==> config.mk <==
export PLATFORM = sky130hd
export DESIGN_NAME = register_scoreboard
export DESIGN_NICKNAME = d
export VERILOG_FILES = /design/src/rtl/cpu_pkg.sv /design/src/rtl/pending_counter.sv /design/src/rtl/register_scoreboard.sv
export SDC_FILE = /design/constraint.sdc
export NUM_CORES = 1
export LEC_CHECK = 0
export BUFFER_PORTS_ARGS = -buffer_cell sky130_fd_sc_hd__clkbuf_2
export CORE_ASPECT_RATIO = 1.5
export CORE_MARGIN = 10
export CORE_UTILIZATION = 63
export DETAILED_ROUTE_END_ITERATION = 12
export MAX_ROUTING_LAYER = met4
export PLACE_DENSITY = 0.89
export SKIP_LAST_GASP = 1
export SYNTH_ARGS = -nofsm -noshare
export SYNTH_HDL_FRONTEND = slang
export SYNTH_HIERARCHICAL = 1
export SYNTH_SLANG_ARGS = --single-unit
export TNS_END_PERCENT = 100
==> constraint.sdc <==
create_clock -name clk -period 3.45 [get_ports clk]
set_input_delay 0.69 -clock clk [delete_from_list [all_inputs] [get_ports clk]]
set_output_delay 0.69 -clock clk [all_outputs]
set_load 0.02 [all_outputs]
==> src/rtl/cpu_pkg.sv <==
// Shared CPU definitions: architectural register count and register index type,
// common to decode, register file and scoreboard.
package cpu_pkg;

  localparam int unsigned NUM_REGISTERS           = 32;
  localparam int unsigned REGISTER_INDEXING_WIDTH = $clog2(NUM_REGISTERS);

  typedef logic [REGISTER_INDEXING_WIDTH-1:0] register_index_t;

endpackage

==> src/rtl/pending_counter.sv <==
// Per-register count of in-flight writes; simultaneous inc and dec cancel out.
module pending_counter #(
  parameter int unsigned MAX_PENDING = 3
) (
  input  logic clk,
  input  logic rst,
  input  logic inc,
  input  logic dec,
  output logic at_max,
  output logic nonzero,
  output logic underflow
);

  localparam int unsigned COUNT_WIDTH = $clog2(MAX_PENDING + 1);
  localparam logic [COUNT_WIDTH-1:0] MAX_COUNT = COUNT_WIDTH'(MAX_PENDING);

  logic [COUNT_WIDTH-1:0] count;

  always_ff @(posedge clk) begin
    if (rst) begin
      count <= '0;
    end else if (inc && !dec && !at_max) begin
      count <= count + COUNT_WIDTH'(1);
    end else if (dec && !inc && nonzero) begin
      count <= count - COUNT_WIDTH'(1);
    end
  end

  always_comb begin
    at_max    = (count == MAX_COUNT);
    nonzero   = (count != '0);
    underflow = dec && !inc && !nonzero;
  end

endmodule

==> src/rtl/register_scoreboard.sv <==
// Read-after-write hazard tracker: counts in-flight writes per register and
// flags decode source reads of registers that still have writes pending.
module register_scoreboard #(
  parameter int unsigned NUM_REGISTERS = cpu_pkg::NUM_REGISTERS,
  parameter int unsigned MAX_PENDING   = 3
) (
  input  logic                             clk,
  input  logic                             rst,
  input  logic [$clog2(NUM_REGISTERS)-1:0] read_1_register,
  output logic                             read_1_contended,
  input  logic [$clog2(NUM_REGISTERS)-1:0] read_2_register,
  output logic                             read_2_contended,
  input  logic                             reserve_valid,
  input  logic [$clog2(NUM_REGISTERS)-1:0] reserve_register,
  output logic                             reserve_ready,
  input  logic                             release_valid,
  input  logic [$clog2(NUM_REGISTERS)-1:0] release_register,
  output logic                             pending_any,
  output logic                             underflow_error
);

  localparam int unsigned IW = $clog2(NUM_REGISTERS);

  logic [NUM_REGISTERS-1:0] inc;
  logic [NUM_REGISTERS-1:0] dec;
  logic [NUM_REGISTERS-1:0] at_max;
  logic [NUM_REGISTERS-1:0] nonzero;
  logic [NUM_REGISTERS-1:0] underflow;
  logic                     reserve_accepted;

  // Register 0 is hardwired zero: no counter, never busy, never errors.
  assign at_max[0]    = 1'b0;
  assign nonzero[0]   = 1'b0;
  assign underflow[0] = 1'b0;

  always_comb begin
    reserve_ready = (reserve_register == '0) || !at_max[reserve_register] ||
                    (release_valid && (release_register == reserve_register));
    reserve_accepted = reserve_valid && reserve_ready;
    inc = '0;
    dec = '0;
    for (int unsigned r = 1; r < NUM_REGISTERS; r++) begin
      inc[r] = reserve_accepted && (reserve_register == IW'(r));
      dec[r] = release_valid && (release_register == IW'(r));
    end
  end

  for (genvar r = 1; r < NUM_REGISTERS; r++) begin : g_counter
    pending_counter #(
      .MAX_PENDING(MAX_PENDING)
    ) u_counter (
      .clk      (clk),
      .rst      (rst),
      .inc      (inc[r]),
      .dec      (dec[r]),
      .at_max   (at_max[r]),
      .nonzero  (nonzero[r]),
      .underflow(underflow[r])
    );
  end

  // Reads see registered counts only, so a same-cycle reserve never self-stalls.
  always_comb begin
    read_1_contended = nonzero[read_1_register];
    read_2_contended = nonzero[read_2_register];
    pending_any      = |nonzero;
  end

  always_ff @(posedge clk) begin
    if (rst) begin
      underflow_error <= 1'b0;
    end else if (|underflow) begin
      underflow_error <= 1'b1;
    end
  end

endmodule

==> results of run 1 <==
-- worst reg2reg max path, delay by kind of cell, from the launching register on --
family,cells,cell delay [ns]
buf+inv,2,0.38
simple gates,8,1.52
compound gates,3,0.71
flops,1,0.36
mux,1,0.29
-- path summary, 6_finish.rpt --
| kind | slack, ns | to | cells past startpoint |
|---|---|---|---|
| worst min-delay path | 0.51 | g_counter[26].u_counter/count[0]$_SDFFE_PP0P_ | 1 |
| worst min register to register | 0.51 | g_counter[26].u_counter/count[0]$_SDFFE_PP0P_ | 1 |
| worst max register to register | 0.08 | underflow_error$_SDFFE_PP0P_ | 14 |
| worst max-delay path | 0.06 | underflow_error$_SDFFE_PP0P_ | 14 |
-- cell usage in the layout, fill, tap and decap left out, types with 31 or more instances in the layout --
master / n
o21ai_2: 31
or2b_2: 31
o21ai_0: 33
and2b_1: 31
a221oi_2: 31
and2_1: 31
nor2_1: 96
a21oi_1: 31
or2_2: 32
nand3b_1: 31
nand2b_1: 37
dfxtp_1: 63
buf_4: 78
nand2_1: 45
-- through the flow --
| stage | hold slack, ns | std cells | instance area [um2] | power [mW] |
|---|---|---|---|---|
| floorplan | 0.465 | 668 | 5520 | 0.890 |
| global placement | 0.485 | 862 | 6300 | 0.992 |
| detailed placement | 0.505 | 862 | 6300 | 0.997 |
| CTS | 0.510 | 878 | 6620 | 2.00 |
| global route | 0.529 | 878 | 6670 | 2.05 |
| finish | 0.511 | 878 | 6670 | 2.00 |
-- cell families (layout without fill, tap and decap cells) --
logic type,after synthesis,in the layout
compound gates,135,135
xor+xnor,5,5
buf+inv,23,126
flops,63,63
mux,30,30
simple gates,412,412
-- area by class of cell --
class,instances,area [um2]
Multi-Input combinational cell,582,4180
Fill cell,584,1800
Sequential cell,63,1260
Timing Repair Buffer,108,757
Clock buffer,13,260
Tap cell,107,134
Clock inverter,3,65.1
Inverter,2,7.51
-- report_power, final --
group	switching (mW)	leakage, nW	internal (mW)
Clock	0.334	0.160	0.671
Combinational	0.155	1.91	0.0991
Sequential	0.00565	0.508	0.733
Total	0.495	2.58	1.50
-- registers in the layout (all words and copies together), names as in the netlist --
| signal | cells |
|---|---|
| g_counter.u_counter/count | 62 |
| underflow_error | 1 |
-- layer usage --
| layer | GRT usage [%] | up-vias | share of wire (%) |
|---|---|---|---|
| met2 | 50.1 | 343 | 50 |
| li1 | - | 2626 | - |
| met3 | 7.16 | 142 | 7.5 |
| met4 | 20.3 | 0 | 8.3 |
| met5 | - | - | 0 |
| met1 | 29.3 | 2724 | 35 |
-- what timing repair did --
item / CTS / global route
gates resized for setup: 0 / 9
hold endpoints to repair: 0 / 0
endpoints found under the setup margin: 0 / 2
==> summary.txt, run 1 <==
Status
  – Run status: complete, no violations

Worst setup path
  – Crit-path slowest cell: mux4_2
  – Worst path top cell family by delay: simple AND/OR/NAND/NOR gates
  – Sequence of cells on the critical path: buf_2 > mux4_2 > nand2b_1 > a211oi_2 > buf_4 > a2111oi_4 > buf_4 > nor3_2 > or2b_2 > nor2_1 > nor4_1 > nand4_1 > nor2_1 > nor2_1
  – Buf+Inv Stages, Crit Path: 3
  – Highest fanout seen on the critical path: 10
  – Most used cell, CP: nor2_1
  – Worst setup startpoint: reserve_register[0]
  – Worst Path Arrival: 3.59 ns
  – Worst Path Class, Setup: in2reg
  – Reg-to-Reg Start: g_counter[1].u_counter/count[1]$_SDFFE_PP0P_
  – Required time at the worst-slack endpoint: 3.66 ns
  – Maximum single-stage delay on the critical path: 0.53 ns
  – Endpoint kind of the worst setup timing path: flip-flop
  – Startpoint kind of the worst setup timing path: input port

Global routing
  – Number of antenna violations at the first check in global routing: 0
  – Wire length of the first global-routing pass: 29000 um
  – Pin count of the biggest net entering global routing: 64
  – Gr usage total: 29.8%
  – Overflow left after global routing: 0
  – Number of global-route vias before repair: 5795

Die
  – Core region area: 8460 um2
  – Full die area: 13000 um2
  – Initial standard-cell utilization of the core: 65.2%
  – Y dimension of the die: 135 um
  – Row count: 41
  – Top-level I/O count: 29
  – Die X-Extent: 96.4 um

Synth
  – Multiplexer share of the synthesized area: 10.8%
  – Number of nets in the synthesized netlist: 692
  – Syn Area/Cell: 8.26 um2
  – Main combinational cell family by area after synthesis: simple AND/OR/NAND/NOR gates
  – Cell accounting for the most synthesized area: dfxtp_1
  – Simple-gate share of the synthesized area: 42.5%
  – Syn. warnings: 6
  – Sequential element share of the synthesized area: 22.8%
  – Dominant cells by area after synthesis: dfxtp_1 23%, mux4_2 9.4%, a221oi_2 8.4%
  – Area fraction of the dominant cell type after synthesis: 22.8%
  – Syn Std Cell Area: 5520 um2
  – Gate Count Post-Synth: 668
  – Adder-cell share of the synthesized area: 0%
  – Complex-gate fraction of the synthesized area: 20.9%
  – Post-synthesis register bit count: 63
  – XOR/XNOR share of the synthesized area: 0.793%
  – Top FF cell, synth: dfxtp_1
  – Most frequently used cell type in the post-synthesis netlist: nor2_1
  – Synth async-reset ratio: 0%
  – Post-synth EDFFs: 0
  – Count of unique library cells instantiated by Yosys: 41
  – Synth cell count leaders: 96 x nor2_1, 63 x dfxtp_1, 45 x nand2_1, 37 x nand2b_1, 33 x o21ai_0

Timing
  – Least-Margin Pin Slew: 0.502 ns
  – Aggregate negative setup slack: 0 ns
  – Final number of setup-violating endpoints: 0
  – Layout Skew: 0.00534 ns
  – Final-report hold violation count: 0
  – Unrepaired setup endpoints after global routing: true
  – Minimum clock period: 3.39 ns
  – Fmax: 295 MHz
  – Final-report max-slew violation count: 0
  – Share of the cycle needed by the critical path after routing: 98.2%
  – Worst max-slew margin expressed relative to the limit: 66.2%
  – Least setup slack across all paths after layout: 0.0632 ns

Placement
  – Worst setup timing slack at the placement stage: -0.304 ns
  – Detail Placement HPWL: 13800 um
  – Routability cong.: 1.03
  – Number of port buffers: 28

Routing
  – Count of TritonRoute iterations in the first routing pass: 5
  – Vias: 5835
  – Number of nets with antenna violations after routing: 0
  – Routed length per placed instance: 20.8 um
  – DRT Wirelength: 18300 um
  – DRC violations left: 0
  – Violation count after the first detailed-routing iteration: 412
  – Post-DR vias/cell: 6.65

CTS
  – # H-tree levels: 3
  – Clock transition at the registers of the reported paths: 0.05 ns
  – Clock tree from TritonCTS: built
  – Post CTS Setup Buffer Count: 0
  – Number of buffers created by CTS: 9
  – Clock buffer depth: 2
  – Number of hold buffers added after cts: 0
  – Clock latency reported for the late side of the worst-skew pair: 0.33 ns
  – Clk sink count: 63
  – Clk root buf: clkbuf_16

Flow run
  – Max-capacitance violation count: 0

Final layout
  – Number of diodes added for antenna fixing: 0
  – Fraction of final layout cells with drive strength greater than 1: 37.2%
  – Fin util: 78.7%
  – Layout Nets: 790
  – Synthesis-to-finish area growth: 20.7%

Power and ir drop
  – Static Leakage: 2.58 nW
  – Worst-case vdd ir drop: 0.270 mV
  – Power per unit of standard cell area: 300 nW/um2

Worst hold path
  – Type of the most critical hold path: reg2reg
  – Launch instance of the worst min-delay path: g_counter[26].u_counter/count[0]$_SDFFE_PP0P_
(Power assumes the default switching activity.)
==> inputs of run 2 (changes only) <==
--- a/config.mk
+++ b/config.mk
@@ -12,5 +12,5 @@
 export DETAILED_ROUTE_END_ITERATION = 12
 export MAX_ROUTING_LAYER = met4
-export PLACE_DENSITY = 0.89
+export PLACE_DENSITY = 0.82
 export SKIP_LAST_GASP = 1
 export SYNTH_ARGS = -nofsm -noshare
==> constraint.sdc (replaced) <==
create_clock -name clk -period 3.45 [get_ports clk]
set_input_delay 0.345 -clock clk [delete_from_list [all_inputs] [get_ports clk]]
set_output_delay 0.345 -clock clk [all_outputs]
set_load 0.02 [all_outputs]
==> summary.txt, run 2 (same netlist as run 1, synthesis figures left out) <==
Die
  – Die X-Extent: 96.4 um (unchanged)
  – Top-level I/O count: 29 (unchanged)
  – Y dimension of the die: 135 um (unchanged)
  – Initial standard-cell utilization of the core: 65.2% (unchanged)
  – Full die area: 13000 um2 (unchanged)
  – Core region area: 8460 um2 (unchanged)
  – Row count: 41 (unchanged)

Power and ir drop
  – Overall power of the completed layout: 1.88 mW (-6.1%)
  – Worst-case vdd ir drop: 0.246 mV (-9.0%)
  – Power per unit of standard cell area: 299 nW/um2 (-0.14%)
  – Psw: 0.487 mW (-1.6%)
  – Clock group share of total power: 48.6% (-1.7 points)
  – Share of total power in sequential cells: 39.4% (+2.4 points)
  – Share of power burned in combinational logic: 12.0% (-0.7 points)
  – Switching part of the total: 25.9% (+1.2 points)
  – Static Leakage: 2.34 nW (-9.1%)
  – Cell internal power dissipation: 1.39 mW (-7.5%)

Final layout
  – Registers with the most flip-flops: g_counter.u_counter/count x62, underflow_error x1
  – Layout Nets: 743 (-5.9%)
  – Most frequent cells in the layout: 96 x nor2_1, 63 x dfxtp_1, 45 x nand2_1, 37 x nand2b_1
  – Final standard cell area without fillers: 6270 um2 (-5.9%)
  – Fraction of final layout cells with drive strength greater than 1: 33.0% (-4.2 points)
  – Layout fillers: 666 (+14%)
  – Max FFs per register: 62 (unchanged)
  – Most frequent standard cell in the layout excluding fill and tap cells: nor2_1
  – Synthesis-to-finish area growth: 13.6%
  – Most flops, register: g_counter.u_counter/count

Timing
  – Aggregate negative setup slack: 0 ns (unchanged)
  – Least setup slack across all paths after layout: 0.165 ns (+0.102 ns)
  – Minimum clock period: 3.28 ns (-0.102 ns)
  – Final number of setup-violating endpoints: 0 (unchanged)
  – Least-Margin Pin Slew: 1.22 ns (+0.718 ns)
  – Final-report hold violation count: 0 (unchanged)
  – Final-report max-slew violation count: 0 (unchanged)
  – Share of the cycle needed by the critical path after routing: 95.2% (-3.0 points)
  – Worst max-slew margin expressed relative to the limit: 18.6% (-48 points)
  – Fmax: 304 MHz (+3.1%)
  – Layout Skew: 0.00641 ns (+0.00107 ns)

Global routing
  – Number of global-route vias before repair: 5523 (-4.7%)
  – Gr usage total: 27.3% (-2.6 points)
  – Pin count of the biggest net entering global routing: 44 (-31%)
  – Number of antenna violations at the first check in global routing: 1 (+1)
  – Overflow left after global routing: 0 (unchanged)
  – Wire length of the first global-routing pass: 27100 um (-6.7%)

Worst setup path
  – Worst Path Class, Setup: reg2reg
  – Crit-path slowest cell: nor4_2
  – Required time at the worst-slack endpoint: 3.63 ns (-0.03 ns)
  – Startpoint kind of the worst setup timing path: flip-flop
  – Worst Path Arrival: 3.46 ns (-0.13 ns)
  – Most used cell, CP: nor2_1
  – Endpoint kind of the worst setup timing path: flip-flop
  – Maximum single-stage delay on the critical path: 0.41 ns (-0.12 ns)
  – Highest fanout seen on the critical path: 12 (+2)
  – Sequence of cells on the critical path: and2_1 > mux2_2 > a221o_1 > a211oi_2 > a2111oi_4 > buf_4 > nor4_2 > or2b_2 > nor2_1 > nor4_2 > nand4_1 > nor2_1 > nor2_1

CTS
  – Clk sink count: 63 (unchanged)
  – Clock transition at the registers of the reported paths: 0.05 ns (about the same)
  – Clock latency reported for the late side of the worst-skew pair: 0.34 ns (about the same)
  – Number of buffers created by CTS: 9 (unchanged)
  – Clock buffer depth: 2 (unchanged)
  – Clk root buf: clkbuf_16
  – # H-tree levels: 3 (unchanged)
  – Clock tree from TritonCTS: built

Flow run
  – Max-capacitance violation count: 0 (unchanged)

Routing
  – DRT Wirelength: 16500 um (-9.5%)
  – Vias: 5462 (-6.4%)
  – Violation count after the first detailed-routing iteration: 328 (-20%)
  – Count of TritonRoute iterations in the first routing pass: 5 (unchanged)
  – Number of nets with antenna violations after routing: 0 (unchanged)
  – Post-DR vias/cell: 6.56 (-1.2%)
  – DRC violations left: 0 (unchanged)
  – Routed length per placed instance: 19.9 um (-4.5%)

Status
  – Run status: complete, no violations

Placement
  – Routability cong.: 0.989 (-3.6%)
  – Worst setup timing slack at the placement stage: -0.0767 ns (+0.227 ns)
  – Detail Placement HPWL: 12300 um (-11%)
  – Placed standard-cell area: 5930 um2 (-5.8%)
  – Number of port buffers: 28 (unchanged)

Worst hold path
  – Type of the most critical hold path: reg2reg
-- run 2: metrics by stage --
step	hold WS (ns)	instances	utilization, %
6_report	0.504	832	74.1
5_1_grt	0.529	832	74.1
4_1_cts	0.506	831	73.5
3_5_place_dp	0.499	815	70.1
3_3_place_gp	0.485	815	70.1
2_1_floorplan	0.411	668	-
-- run 2: layout make-up --
type	count	area [um2]	area share, %
Multi-Input combinational cell	582	4190	66.8
Sequential cell	63	1260	20.1
Inverter	2	7.51	0.120
Clock buffer	12	246	3.93
Clock inverter	4	45.0	0.718
Antenna cell	1	2.50	0.0399
Timing Repair Buffer	61	388	6.19
Tap cell	107	134	2.14
-- run 2: metal layers --
metal  wire [um]  vias to the layer above  GRT usage (%)
li1            -                     2543              -
met4        1320                        0           20.0
met1        5950                     2562           28.4
met2        8180                      256           44.4
met5           0                        -              -
met3        1070                      101           4.88
-- run 2: power by group through the flow --
stage	registers (mW)	clock network [mW]	logic, mW
6_report	0.739	0.912	0.226
5_1_grt	0.740	0.956	0.240
4_1_cts	0.739	0.921	0.217
3_5_place_dp	0.755	0	0.216
3_3_place_gp	0.754	0	0.212
2_1_floorplan	0.755	0	0.135
-- run 2: final timing paths --
path | startpoint | end | slack (ns) | cells past startpoint
hold / removal | g_counter[15].u_counter/count[0]$_SDFFE_PP0P_ | g_counter[15].u_counter/count[0]$_SDFFE_PP0P_ | 0.50 | 1
hold reg to reg | g_counter[15].u_counter/count[0]$_SDFFE_PP0P_ | g_counter[15].u_counter/count[0]$_SDFFE_PP0P_ | 0.50 | 1
setup / recovery | g_counter[1].u_counter/count[1]$_SDFFE_PP0P_ | underflow_error$_SDFFE_PP0P_ | 0.17 | 13
setup reg to reg | g_counter[1].u_counter/count[1]$_SDFFE_PP0P_ | underflow_error$_SDFFE_PP0P_ | 0.17 | 13
-- run 2: critical path, delay by kind of cell, from the launching register on --
kind / cells / cell delay [ns]
DFF: 1 / 0.35
buffers and inverters: 1 / 0.20
and+or+nand+nor: 8 / 1.51
muxes: 1 / 0.28
AOI/OAI and AO/OA: 3 / 0.78
-- run 2: timing repair --
action,in CTS,in global routing
hold buffers,0,0
endpoints found under the setup margin,0,1
buffers inserted,0,0
resized for setup,0,7
